==> src/rtl/idecode_queue.sv <==
// idecoder: combinational split of a 32-bit instruction into its decoded fields
module idecoder (
  input  logic [31:0] instr,
  output logic [3:0]  cond,
  output logic [6:0]  opcode,
  output logic        en_status,
  output logic [3:0]  rn,
  output logic [3:0]  rd,
  output logic [3:0]  rs,
  output logic [3:0]  rm,
  output logic [1:0]  shift_op,
  output logic [4:0]  imm5,
  output logic [11:0] imm12,
  output logic [31:0] imm_branch,
  output logic        P,
  output logic        U,
  output logic        W
);
  assign cond       = instr[31:28];
  assign en_status  = instr[20];
  assign rn         = instr[19:16];
  assign rd         = instr[15:12];
  assign rs         = instr[11:8];
  assign rm         = instr[3:0];
  assign shift_op   = instr[6:5];
  assign imm5       = instr[11:7];
  assign imm12      = instr[11:0];
  assign imm_branch = {{8{instr[23]}}, instr[23:0]};
  assign P          = instr[24];
  assign U          = instr[23];
  assign W          = instr[21];
  // opcode class: halt and hint-NOP are special encodings, then data-processing, load/store, other
  always_comb
    opcode = (instr[27:20] == 8'h10) ? 7'b0000001 :
             (instr[27:23] == 5'b00110 && instr[21:20] == 2'b10) ? 7'b0000000 :
             (instr[27:26] == 2'b00) ? {2'b01, instr[4] & ~instr[25], instr[24:21]} :
             (instr[27:26] == 2'b01) ? {4'b1000, instr[25], instr[22], instr[20]} :
             {3'b110, instr[27:24]};
endmodule

// idecode_queue: buffered instruction decoder with FIFO, bypass, flush and sticky halt
module idecode_queue #(
  parameter int             DEPTH       = 4,
  parameter int             PC_WIDTH    = 32,
  parameter int             BYPASS      = 1,
  parameter logic [6:0]     HALT_OPCODE = 7'b0000001
) (
  input  logic                         clk,
  input  logic                         rst_n,
  input  logic                         flush,
  input  logic                         in_valid,
  output logic                         in_ready,
  input  logic [31:0]                  in_instr,
  input  logic [PC_WIDTH-1:0]          in_pc,
  output logic                         out_valid,
  input  logic                         out_ready,
  output logic [PC_WIDTH-1:0]          out_pc,
  output logic [3:0]                   out_cond,
  output logic [6:0]                   out_opcode,
  output logic                         out_en_status,
  output logic [3:0]                   out_rn,
  output logic [3:0]                   out_rd,
  output logic [3:0]                   out_rs,
  output logic [3:0]                   out_rm,
  output logic [1:0]                   out_shift_op,
  output logic [4:0]                   out_imm5,
  output logic [11:0]                  out_imm12,
  output logic [31:0]                  out_imm_branch,
  output logic                         out_P,
  output logic                         out_U,
  output logic                         out_W,
  output logic [$clog2(DEPTH+1)-1:0]   count,
  output logic                         halted
);
  localparam int AW = $clog2(DEPTH);
  localparam int CW = $clog2(DEPTH+1);
  logic [31+PC_WIDTH:0] mem [DEPTH];
  logic [AW-1:0]        rd_ptr, wr_ptr;
  logic                 has_head, halt_take, load_en, pop, byp, push, load;
  logic [31:0]          d_instr;
  logic [PC_WIDTH-1:0]  d_pc;
  logic [3:0]           d_cond, d_rn, d_rd, d_rs, d_rm;
  logic [6:0]           d_opcode;
  logic                 d_en_status, d_P, d_U, d_W;
  logic [1:0]           d_shift_op;
  logic [4:0]           d_imm5;
  logic [11:0]          d_imm12;
  logic [31:0]          d_imm_branch;
  // handshake control; a retiring HALT blocks the load behind it in the same cycle
  always_comb begin
    has_head  = count != '0;
    in_ready  = (count < CW'(DEPTH)) && !flush && !halted;
    halt_take = out_valid && out_ready && out_opcode == HALT_OPCODE;
    load_en   = (!out_valid || out_ready) && !halted && !halt_take;
    pop       = load_en && has_head;
    byp       = BYPASS != 0 && load_en && !has_head && in_valid && in_ready;
    push      = in_valid && in_ready && !byp;
    load      = pop || byp;
    {d_instr, d_pc} = has_head ? mem[rd_ptr] : {in_instr, in_pc};
  end
  idecoder u_dec (
    .instr(d_instr), .cond(d_cond), .opcode(d_opcode), .en_status(d_en_status),
    .rn(d_rn), .rd(d_rd), .rs(d_rs), .rm(d_rm), .shift_op(d_shift_op),
    .imm5(d_imm5), .imm12(d_imm12), .imm_branch(d_imm_branch),
    .P(d_P), .U(d_U), .W(d_W)
  );
  // FIFO storage write; contents need no reset since occupancy qualifies them
  always_ff @(posedge clk)
    if (push) mem[wr_ptr] <= {in_instr, in_pc};
  // pointers, occupancy, output register and halt flag
  always_ff @(posedge clk) begin
    if (!rst_n) begin
      rd_ptr <= '0;
      wr_ptr <= '0;
      count <= '0;
      out_valid <= 1'b0;
      halted <= 1'b0;
      out_pc <= '0;
      {out_cond, out_opcode, out_en_status, out_rn, out_rd, out_rs, out_rm} <= '0;
      {out_shift_op, out_imm5, out_imm12, out_imm_branch, out_P, out_U, out_W} <= '0;
    end else if (flush) begin
      rd_ptr <= '0;
      wr_ptr <= '0;
      count <= '0;
      out_valid <= 1'b0;
      halted <= 1'b0;
    end else begin
      wr_ptr <= wr_ptr + AW'(push);
      rd_ptr <= rd_ptr + AW'(pop);
      count <= count + CW'(push) - CW'(pop);
      out_valid <= load || (out_valid && !out_ready);
      halted <= halted || halt_take;
      if (load) begin
        out_pc <= d_pc;
        {out_cond, out_opcode, out_en_status, out_rn, out_rd, out_rs, out_rm} <=
          {d_cond, d_opcode, d_en_status, d_rn, d_rd, d_rs, d_rm};
        {out_shift_op, out_imm5, out_imm12, out_imm_branch, out_P, out_U, out_W} <=
          {d_shift_op, d_imm5, d_imm12, d_imm_branch, d_P, d_U, d_W};
      end
    end
  end
endmodule

==> config.mk <==
export PLATFORM = sky130hd
export DESIGN_NAME = idecode_queue
export DESIGN_NICKNAME = d
export VERILOG_FILES = /design/src/rtl/idecode_queue.sv
export SDC_FILE = /design/constraint.sdc
export NUM_CORES = 1
export LEC_CHECK = 0
export ABC_AREA = 1
export BUFFER_PORTS_ARGS = -buffer_cell sky130_fd_sc_hd__buf_2
export CORE_UTILIZATION = 60
export CTS_CLUSTER_DIAMETER = 100
export DETAILED_ROUTE_END_ITERATION = 10
export PLACE_DENSITY = 0.81
export SLEW_MARGIN = 15
export SYNTH_ARGS = -nofsm -noshare
export SYNTH_HDL_FRONTEND = slang
export SYNTH_SLANG_ARGS = --single-unit
export TNS_END_PERCENT = 50
==> constraint.sdc <==
create_clock -name clk -period 18.1 [get_ports clk]
set_input_delay 1.81 -clock clk [delete_from_list [all_inputs] [get_ports clk]]
set_output_delay 1.81 -clock clk [all_outputs]
set_load 0.01 [all_outputs]
==> impl_metrics.py, run 1 <==
metrics = {
    "synthesis": {
        "synth_ff_type": "edfxtp_1",
        "synth_edf_count": 256,
        "synth.cell_area_um2": 13500,
        "synthTopCellsByArea": "edfxtp_1 57%, dfxtp_1 11%, o21ai_0 5.5%, nand2_1 5.0%, nor2_1 3.6%",
        "async_reset_ff_frac": 0,
        "ys_warn_count": 0,
        "syn-num-nets": 1271,
        "synth_largest_area_cell": "edfxtp_1",
        "most_used_standard_cells_in_the_synthesized_netlist": "256 x edfxtp_1, 179 x nand2_1, 148 x o21ai_0, 131 x nor2_1, 77 x dfxtp_1",
        "yosys.cell_count.top_type": "edfxtp_1",
        "synthesis.instances": 1197,
        "synth.yosys.seq_area_share": 0.685,
        "distinct_cell_type_count_of_the_synthesized_netlist": 36,
        "avgSynthCellArea_um2": 11.3,
        "synth_register_bits": 333,
        "synth_top_area_frac": 0.570,
    },
    "global_routing": {
        "grt_max_degree": 95,
        "grt_pass1_wl_um": 47900,
        "grt_overflow_total": 0,
        "initial_antenna_violation_count": 3,
        "grtUsageTotal": 0.261,
        "number_of_global_route_vias_before_repair": 9013,
    },
    "worst_setup_path": {
        "critPathSlowestCell": "buf_4",
        "longest_individual_stage_delay_on_the_worst_path_ns": 0.82,
        "timing.setup.critical_path_class": "primary input to register",
        "cp_cell_sequence": "buf_2, inv_1, nand3_1, nor2_2, o211ai_2, nor2_4, buf_4, inv_1, nand2_1, nand3_1, nand2_1, inv_1",
        "worst-endpoint-arrival_ns": 4.48,
        "critical_path.top_delay_family": "buffers and inverters",
        "cpMostUsedCell": "inv_1",
        "worst_setup_path_end_kind": "register",
        "crit_buf_inv": 5,
        "cp_data_required_time_ns": 18.50,
        "worst-path-max-fanout": 94,
        "timing.critical_path.from_type": "primary input",
    },
    "layout": {
        "final_layout_size_suffix_gt1_frac": 0.207,
        "layout-area-overhead-vs-synth_pct": 13.2,
        "design.final.nets": 1385,
        "utilization": 0.697,
    },
    "clock_tree": {
        "cts.root.buffer_cell": "clkbuf_16",
        "cts_setup_buffers": 0,
        "tritoncts": "built",
        "cts.hold.buffers_added": 0,
        "num_cts_buffers": 34,
        "clk_pin_slew_worst_paths_ns": 0.06,
        "insertion_delay_ns": 0.51,
        "cts_resized": 0,
        "cts_max_path_buffers": 3,
        "cts_sinks": 333,
        "cts_h_tree_lvls": 2,
    },
    "die": {
        "design.core.area_um2": 21900,
        "floorplan.io_pins": 189,
        "fp-row-count": 54,
        "dieArea_um2": 23100,
        "die_height_um": 152,
        "initial_utilization": 0.616,
        "fp.dieW_um": 152,
    },
    "route": {
        "route.detailed.vias_per_inst": 5.84,
        "vias": 9449,
        "antenna_violating_nets_post_route": 0,
        "wire_per_inst_um": 18.7,
        "drt-initial-drc-count": 914,
        "drt_drc": 0,
        "wirelength_um": 30300,
        "detailedRoute.firstPassIterationCount": 5,
    },
    "sta": {
        "slew_violations": 0,
        "max_freq_mhz": 245,
        "timing.setup.tns_ns": 0,
        "clock_skew_ns": 0.0245,
        "maxSlewHeadroom": 0.294,
        "final_hold_viol_count": 0,
        "grt_setup_unrepaired": "false",
        "setup_violations": 0,
        "final_min_period_over_clock_period": 0.225,
        "period_minus_slack_ns": 4.08,
        "tightest_slew_ns": 1.06,
    },
    "worst_hold_path": {
        "min-delay-path-class": "register to register",
    },
    "run_status": {
        "status": "finished, final reports clean",
    },
    "placed_design": {
        "gp_congestion": 0.812,
        "portBuffers": 188,
        "dp_hpwl_um": 16200,
    },
    "flow_run": {
        "maxCapViolations": 0,
    },
    "pwr": {
        "intPower_uw": 1570,
        "combinationalPowerShare": 0.317,
        "power.share.switching": 0.360,
        "clock_power_share": 0.282,
        "switching_power_uw": 881,
        "power.static_leakage_uw": 0.00595,
        "vdd_ir_drop_max_v": 0.000130,
        "p_per_area_nw_per_um2": 160,
        "p_seq_frac": 0.401,
    },
}
## power groups by stage
stage	sequential (uW)	combinational, uW	clock (uW)
4_1_cts	980	776	699
3_5_place_dp	994	767	0
3_3_place_gp	992	746	0
6_report	981	777	690
5_1_grt	992	858	728
2_1_floorplan	1010	571	0
## metal layers
layer  up-vias  GRT usage  wire [um]
met5         -          0          8
met4         2     0.0781        565
met3        54     0.0462       2190
met2       401      0.443      15000
met1      4568      0.347      12500
li1       4424          -          -
## area by class of cell
type / instances / area, um^2
Sequential cell: 333 / 9230
Fill cell: 1545 / 6640
Multi-Input combinational cell: 682 / 3300
Timing Repair Buffer: 200 / 1030
Clock buffer: 48 / 953
Tap cell: 280 / 350
Inverter: 60 / 228
Clock inverter: 12 / 145
Antenna cell: 3 / 7.51
## final timing paths
path	start	end	slack, ns	cells after the start
worst max-delay path	flush	out_opcode[0]$_SDFFE_PN0P_	14.02	12
worst min-delay path	out_opcode[1]$_SDFFE_PN0P_	out_opcode[1]$_SDFFE_PN0P_	0.50	2
worst max register to register	count[1]$_SDFF_PP0_	count[2]$_SDFF_PP0_	14.45	13
worst min register to register	out_opcode[1]$_SDFFE_PN0P_	out_opcode[1]$_SDFFE_PN0P_	0.50	2
## flip-flops by register name (all words and copies together), names as in the netlist
register	cells
out_opcode	7
out_rs	3
out_rd	3
out_rn	3
out_valid	1
mem	256
out_imm_branch	7
out_rm	3
count	3
out_pc	32
halted	1
out_imm5	1
out_cond	4
wr_ptr	2
rd_ptr	2
out_imm12	3
out_P	1
out_shift_op	1
## cell families (layout without fill, tap and decap cells)
logic type      count (synthesis)  count (layout)  share of synthesized area
buf+inv                       182             320                     0.0717
xor+xnor                        4               4                    0.00260
compound gates                308             308                      0.126
flops                         333             333                      0.685
fa+ha+maj                       5               5                    0.00520
other cells                     0               3                          0
simple gates                  365             365                      0.109
## per-stage QoR
| step | power [uW] | std cells | worst slack [ns] | instance area [um^2] | hold WS [ns] |
|---|---|---|---|---|---|
| global route | 2580 | 1617 | 13.69 | 15200 | 0.529 |
| finish | 2450 | 1618 | 14.02 | 15300 | 0.503 |
| global placement | 1740 | 1555 | 13.68 | 14100 | 0.483 |
| CTS | 2450 | 1615 | 14.03 | 15200 | 0.496 |
| floorplan | 1580 | 1197 | 10.90 | 13500 | 0.500 |
| detailed placement | 1760 | 1555 | 13.54 | 14100 | 0.486 |
## placed cells by master (no fill, tap or decap), types with 9 or more instances in the layout
| cell | netlist | final |
|---|---|---|
| buf_2 | 33 | 188 |
| clkbuf_1 | 31 | 9 |
| dfxtp_1 | 77 | 75 |
| a31oi_1 | 56 | 56 |
| inv_1 | 56 | 55 |
| clkbuf_16 | 0 | 34 |
| edfxtp_1 | 256 | 256 |
| nand2_1 | 179 | 179 |
| o21ai_0 | 148 | 148 |
| a21oi_1 | 15 | 15 |
| nor2_1 | 131 | 131 |
| o22ai_1 | 56 | 56 |
| buf_4 | 48 | 12 |
| o21ai_1 | 29 | 29 |
| nand3_1 | 28 | 28 |
## tightest hold or removal path: stages (launching register included)
cell and delay (ns):
dfxtp_1 0.33, nand2_1 0.07, a21oi_1 0.06
Note: power is estimated with default switching activity, not from simulation.
==> inputs of run 2 (changes only) <==
--- a/config.mk
+++ b/config.mk
@@ -7,10 +7,10 @@
 export LEC_CHECK = 0
 export ABC_AREA = 1
 export BUFFER_PORTS_ARGS = -buffer_cell sky130_fd_sc_hd__buf_2
-export CORE_UTILIZATION = 60
+export CORE_UTILIZATION = 52
 export CTS_CLUSTER_DIAMETER = 100
 export DETAILED_ROUTE_END_ITERATION = 10
-export PLACE_DENSITY = 0.81
+export PLACE_DENSITY = 0.74
 export SLEW_MARGIN = 15
 export SYNTH_ARGS = -nofsm -noshare
 export SYNTH_HDL_FRONTEND = slang
==> constraint.sdc (replaced) <==
create_clock -name clk -period 3.45 [get_ports clk]
set_input_delay 0.345 -clock clk [delete_from_list [all_inputs] [get_ports clk]]
set_output_delay 0.345 -clock clk [all_outputs]
set_load 0.01 [all_outputs]
==> run 2 against run 1 <==
Global-route usage fell by 3.0 points. Critical path type is now register to register. Clock power grew to 5.1 times the previous value. Largest cell class unchanged. Final area rose by 0.89%. Critical path depth unchanged. Sequential share of layout area decreased by 0.54 points. Sequential power grew to 5.2 times the previous value. Count of clock-buffer cells in the layout increased by 3. First-iteration DRC count shrank 16%. Highest routed layer is now met4. Routed wire length decreased by 0.15%. Worst setup slack got worse by 13 ns.
==> impl_metrics.py, run 2 (synthesis results as in run 1) <==
metrics = {
    "worst_setup_path": {
        "worst-endpoint-arrival_ns": 2.94,
        "timing.setup.critical_path_class": "register to register",
        "worst_r2r_path_depth": 12,
        "r2r_slack_ns": 0.90,
        "cp_data_required_time_ns": 3.83,
        "worst-path-max-fanout": 36,
        "r2r_start": "count[1]$_SDFF_PP0_",
        "critical_path.reg2reg.endpoint": "count[2]$_SDFF_PP0_",
        "worst_setup_path_end_kind": "register",
        "timing.critical_path.from_type": "register",
    },
    "layout": {
        "largest_registers": "mem x256, out_pc x32",
        "design.final.nets": 1392,
        "top_register": "mem",
        "layout.cells.most_common_list": "256 x edfxtp_1, 188 x buf_2, 179 x nand2_1",
        "layout_commonest_cell": "edfxtp_1",
        "layout-area-overhead-vs-synth_pct": 14.2,
        "final_layout_size_suffix_gt1_frac": 0.211,
        "largest_register_ffs": 256,
        "utilization": 0.608,
    },
    "clock_tree": {
        "num_cts_buffers": 34,
        "tritoncts": "built",
        "cts_resized": 0,
        "insertion_delay_ns": 0.51,
        "cts_max_path_buffers": 3,
        "cts.hold.buffers_added": 0,
        "cts.root.buffer_cell": "clkbuf_16",
        "cts_setup_buffers": 0,
        "clk_pin_slew_worst_paths_ns": 0.06,
        "cts_sinks": 333,
        "cts_h_tree_lvls": 2,
    },
    "pwr": {
        "vdd_ir_drop_max_v": 0.00135,
        "p_per_area_nw_per_um2": 828,
        "power.static_leakage_uw": 0.00600,
    },
    "sta": {
        "post_route_setup_slack_ns": 0.897,
        "period_minus_slack_ns": 2.55,
        "tightest_slew_ns": 0.847,
        "clock_skew_ns": 0.0208,
        "slew_violations": 0,
        "max_freq_mhz": 392,
        "setup_violations": 0,
        "final_min_period_over_clock_period": 0.740,
        "grt_setup_unrepaired": "false",
        "final_hold_viol_count": 0,
        "maxSlewHeadroom": 0.435,
    },
    "worst_hold_path": {
        "min_path_cells": 1,
        "min_to": "mem[1][0]$_DFFE_PP_",
        "min-delay-path-class": "primary input to register",
        "hp-start": "in_pc[0]",
    },
    "die": {
        "die_height_um": 163,
        "fp.dieW_um": 163,
        "design.core.area_um2": 25300,
        "initial_utilization": 0.532,
        "fp-row-count": 58,
        "floorplan.io_pins": 189,
        "dieArea_um2": 26600,
    },
    "route": {
        "wirelength_um": 30200,
        "vias": 9346,
        "drt_drc": 0,
        "route.detailed.vias_per_inst": 5.58,
        "detailedRoute.firstPassIterationCount": 7,
        "drt-initial-drc-count": 766,
        "antenna_violating_nets_post_route": 0,
        "wire_per_inst_um": 18.0,
    },
    "global_routing": {
        "number_of_global_route_vias_before_repair": 8936,
        "grt_overflow_total": 0,
        "grtUsageTotal": 0.231,
        "grt_max_degree": 133,
        "grt_pass1_wl_um": 47600,
        "initial_antenna_violation_count": 2,
    },
    "placed_design": {
        "dp_slack_ns": 0.873,
        "dp_hpwl_um": 16900,
        "gp_congestion": 0.810,
        "portBuffers": 188,
    },
    "run_status": {
        "status": "finished, final reports clean",
    },
    "flow_run": {
        "maxCapViolations": 0,
    },
}
run 2: cell count changes in the layout (fill, tap and decap cells not counted), moves of 2 or more:
cell,delta
buf_4,+6
clkbuf_8,+2
nor3_4,+4
bufinv_16,-2
nor3_2,-4
run 2: worst max-delay path by stage:
stage	from	slack [ns]	cells past startpoint	to
floorplan	count[1]$_SDFF_PP0_	-0.66	8	mem[0][0]$_DFFE_PP_
global placement	count[1]$_SDFF_PP0_	0.96	12	count[2]$_SDFF_PP0_
detailed placement	count[1]$_SDFF_PP0_	0.87	12	count[2]$_SDFF_PP0_
CTS	count[1]$_SDFF_PP0_	0.86	12	count[2]$_SDFF_PP0_
global route	count[1]$_SDFF_PP0_	0.68	12	count[2]$_SDFF_PP0_
finish	count[1]$_SDFF_PP0_	0.90	12	count[2]$_SDFF_PP0_
run 2: through the flow:
step | hold slack, ns | power [uW] | instance area, um^2 | std cells | TNS, ns
after floorplan | 0.444 | 8280 | 13500 | 1197 | -169.54
after global placement | 0.473 | 9210 | 14300 | 1612 | 0
after detailed placement | 0.479 | 9290 | 14300 | 1612 | 0
after CTS | 0.0370 | 12800 | 15400 | 1673 | 0
after global routing | 0.0561 | 13500 | 15400 | 1673 | 0
final | 0.0606 | 12700 | 15400 | 1675 | 0
run 2: layout make-up:
cell class	instances	area, um^2
Multi-Input combinational cell	682	3330
Timing Repair Buffer	207	1100
Antenna cell	2	5.00
Sequential cell	333	9230
Clock buffer	51	1010
Tap cell	330	413
Fill cell	2037	9940
Clock inverter	10	73.8
Inverter	60	228
run 2: per-layer routing:
metal	share of wire	vias up	track usage
li1	-	4438	-
met1	0.43	4502	0.314
met2	0.48	366	0.383
met3	0.079	40	0.0430
met4	0.017	0	0.0637
met5	0	-	0
run 2: critical path, cell delays in order (launching register included):
cell	delay, ns
dfxtp_1	0.39
inv_2	0.08
nand2_4	0.38
inv_2	0.10
nand3_1	0.10
nand2_1	0.08
ha_1	0.28
inv_1	0.04
ha_1	0.19
fa_1	0.41
xnor2_1	0.18
xor2_1	0.16
nor2_1	0.05
run 2: where the power goes:
part	leakage (uW)	switching, uW	internal, uW
combinational	0.00253	2840	1290
clock	0.000533	1450	2090
sequential	0.00294	265	4810
total	0.00600	4550	8190
==> inputs of run 3 (changes only) <==
--- a/config.mk
+++ b/config.mk
@@ -7,10 +7,10 @@
 export LEC_CHECK = 0
 export ABC_AREA = 1
 export BUFFER_PORTS_ARGS = -buffer_cell sky130_fd_sc_hd__buf_2
-export CORE_UTILIZATION = 52
+export CORE_UTILIZATION = 57
 export CTS_CLUSTER_DIAMETER = 100
 export DETAILED_ROUTE_END_ITERATION = 10
-export PLACE_DENSITY = 0.74
+export PLACE_DENSITY = 0.77
 export SLEW_MARGIN = 15
 export SYNTH_ARGS = -nofsm -noshare
 export SYNTH_HDL_FRONTEND = slang
==> constraint.sdc (replaced) <==
create_clock -name clk -period 2.7 [get_ports clk]
set_input_delay 0.27 -clock clk [delete_from_list [all_inputs] [get_ports clk]]
set_output_delay 0.27 -clock clk [all_outputs]
set_load 0.01 [all_outputs]
==> run 3 against run 2 <==
Cell count grew 1.6%. Critical path type unchanged. Die area fell by 8.7%. Worst setup slack got worse by 0.67 ns. Clock skew increased by 0.0029 ns. Critical path depth is 1 lower.
==> impl_metrics.py, run 3 (synthesis results as in run 1) <==
metrics = {
    "run_status": {
        "status": "finished, final reports clean",
    },
    "worst_setup_path": {
        "cp_cell_sequence": "nor3_2, nand4_1, nand3_4, nand2_8, ha_1, inv_1, ha_1, fa_2, xnor2_2, xor2_1, nor2_1",
        "worst_setup_path_end_kind": "register",
        "worst_r2r_path_depth": 11,
        "cpMostUsedCell": "ha_1",
        "timing.setup.critical_path_class": "register to register",
        "worst-path-max-fanout": 6,
        "longest_individual_stage_delay_on_the_worst_path_ns": 0.38,
        "r2r_slack_ns": 0.23,
        "critPathSlowestCell": "fa_2",
        "worst-endpoint-arrival_ns": 2.85,
        "r2r_start": "out_opcode[6]$_SDFFE_PN0P_",
        "cp_data_required_time_ns": 3.08,
        "timing.critical_path.from_type": "register",
        "critical_path.reg2reg.endpoint": "count[2]$_SDFF_PP0_",
    },
    "worst_hold_path": {
        "hp-start": "in_instr[31]",
        "min-delay-path-class": "primary input to register",
        "min_path_cells": 1,
        "min_to": "mem[0][63]$_DFFE_PP_",
    },
    "global_routing": {
        "grt_pass1_wl_um": 47500,
        "number_of_global_route_vias_before_repair": 9130,
        "grtUsageTotal": 0.254,
        "initial_antenna_violation_count": 1,
        "grt_overflow_total": 0,
        "grt_max_degree": 105,
    },
    "clock_tree": {
        "cts_h_tree_lvls": 2,
        "clk_pin_slew_worst_paths_ns": 0.06,
        "cts.root.buffer_cell": "clkbuf_16",
        "cts_sinks": 333,
        "tritoncts": "built",
        "insertion_delay_ns": 0.51,
        "cts_max_path_buffers": 3,
        "num_cts_buffers": 34,
    },
    "sta": {
        "final_hold_viol_count": 0,
        "setup_violations": 0,
        "maxSlewHeadroom": 0.464,
        "hold_ws_ns": 0.0141,
        "tightest_slew_ns": 0.804,
        "final_min_period_over_clock_period": 0.915,
        "clock_skew_ns": 0.0237,
        "period_minus_slack_ns": 2.47,
        "max_freq_mhz": 405,
        "slew_violations": 0,
        "timing.setup.tns_ns": 0,
        "post_route_setup_slack_ns": 0.230,
        "grt_setup_unrepaired": "false",
    },
    "die": {
        "design.core.area_um2": 22900,
        "fp-row-count": 55,
        "dieArea_um2": 24300,
        "fp.dieW_um": 156,
        "die_height_um": 156,
        "initial_utilization": 0.588,
        "floorplan.io_pins": 189,
    },
    "placed_design": {
        "dp_slack_ns": 0.133,
        "dp_hpwl_um": 16900,
        "portBuffers": 188,
        "gp_congestion": 0.825,
    },
    "layout": {
        "largest_registers": "mem x256, out_pc x32",
        "layout_commonest_cell": "edfxtp_1",
        "top_register": "mem",
        "layout.cells.most_common_list": "256 x edfxtp_1, 188 x buf_2, 178 x nand2_1",
        "final_layout_size_suffix_gt1_frac": 0.211,
        "design.final.nets": 1436,
        "largest_register_ffs": 256,
        "layout-area-overhead-vs-synth_pct": 18.2,
    },
    "route": {
        "route.detailed.vias_per_inst": 5.64,
        "detailedRoute.firstPassIterationCount": 5,
        "drt_drc": 0,
        "wire_per_inst_um": 17.8,
        "drt-initial-drc-count": 915,
        "wirelength_um": 30300,
        "antenna_violating_nets_post_route": 0,
        "vias": 9590,
    },
    "pwr": {
        "p_per_area_nw_per_um2": 1050,
        "combinationalPowerShare": 0.330,
        "vdd_ir_drop_max_v": 0.000763,
        "post-layout-total-power_uw": 16700,
        "power.share.switching": 0.355,
        "p_seq_frac": 0.392,
        "switching_power_uw": 5930,
        "clock_power_share": 0.278,
        "intPower_uw": 10800,
        "power.static_leakage_uw": 0.00623,
    },
    "flow_run": {
        "maxCapViolations": 0,
    },
}
[run 3: cell count changes in the layout (fill, tap and decap cells not counted), moves of 2 or more]
cell,delta
dfxtp_1,-3
clkbuf_8,-6
dfxtp_2,+2
bufinv_16,+3
buf_12,+5
dlygate4sd3_1,+40
clkinv_1,-3
clkbuf_1,+5
[run 3: critical path: cells and delay by family (launching register included)]
family / cells / cell delay, ns
fa+ha+maj: 3 / 0.87
xor+xnor: 2 / 0.31
buf+inv: 1 / 0.04
simple gates: 5 / 0.81
flops: 1 / 0.32
[run 3: how the worst max path moves through the flow]
stage | startpoint | endpoint | slack (ns) | cells after the start
after detailed placement | out_opcode[4]$_SDFFE_PN0P_ | count[2]$_SDFF_PP0_ | 0.13 | 11
after global routing | out_opcode[6]$_SDFFE_PN0P_ | count[2]$_SDFF_PP0_ | 0.01 | 11
after floorplan | count[2]$_SDFF_PP0_ | mem[0][0]$_DFFE_PP_ | -0.28 | 8
final | out_opcode[6]$_SDFFE_PN0P_ | count[2]$_SDFF_PP0_ | 0.23 | 11
after global placement | out_opcode[4]$_SDFFE_PN0P_ | count[2]$_SDFF_PP0_ | 0.24 | 11
after CTS | out_opcode[4]$_SDFFE_PN0P_ | count[2]$_SDFF_PP0_ | 0.11 | 11
[run 3: per-layer routing]
metal  share of wire  global-route usage
met3           0.073              0.0408
met2            0.50               0.432
met5               0                   0
met1            0.41               0.333
met4           0.021              0.0873
[run 3: cell type report]
cell class,instances,area (um^2)
antenna,1,2.50
clock buffer,50,942
clock inverter,11,158
fill,1666,6980
inverter,60,233
multi-input combinational,682,3380
sequential,333,9240
tap,313,392
timing repair buffer,251,1590
[run 3: timing repair]
| action | in CTS | in global routing |
|---|---|---|
| hold buffers | 38 | 2 |
| buffers inserted | 0 | 1 |
| resized for setup | 0 | 3 |
| endpoints found under the setup margin | 0 | 1 |
| hold endpoints to repair | 148 | 3 |
[run 3: per-stage QoR]
stage / area, um^2 / util / std cells
after floorplan: 13600 / - / 1197
after global routing: 15900 / 0.695 / 1701
final: 15900 / 0.695 / 1701
after detailed placement: 14400 / 0.629 / 1598
after CTS: 15900 / 0.693 / 1697
after global placement: 14400 / 0.629 / 1598
[run 3: power by group through the flow]
stage	registers [uW]	logic (uW)	clock network, uW
final	6540	5510	4630
after global placement	6610	5280	0
after floorplan	6750	3940	0
after detailed placement	6630	5380	0
after CTS	6540	5470	4710
after global routing	6610	6120	4920
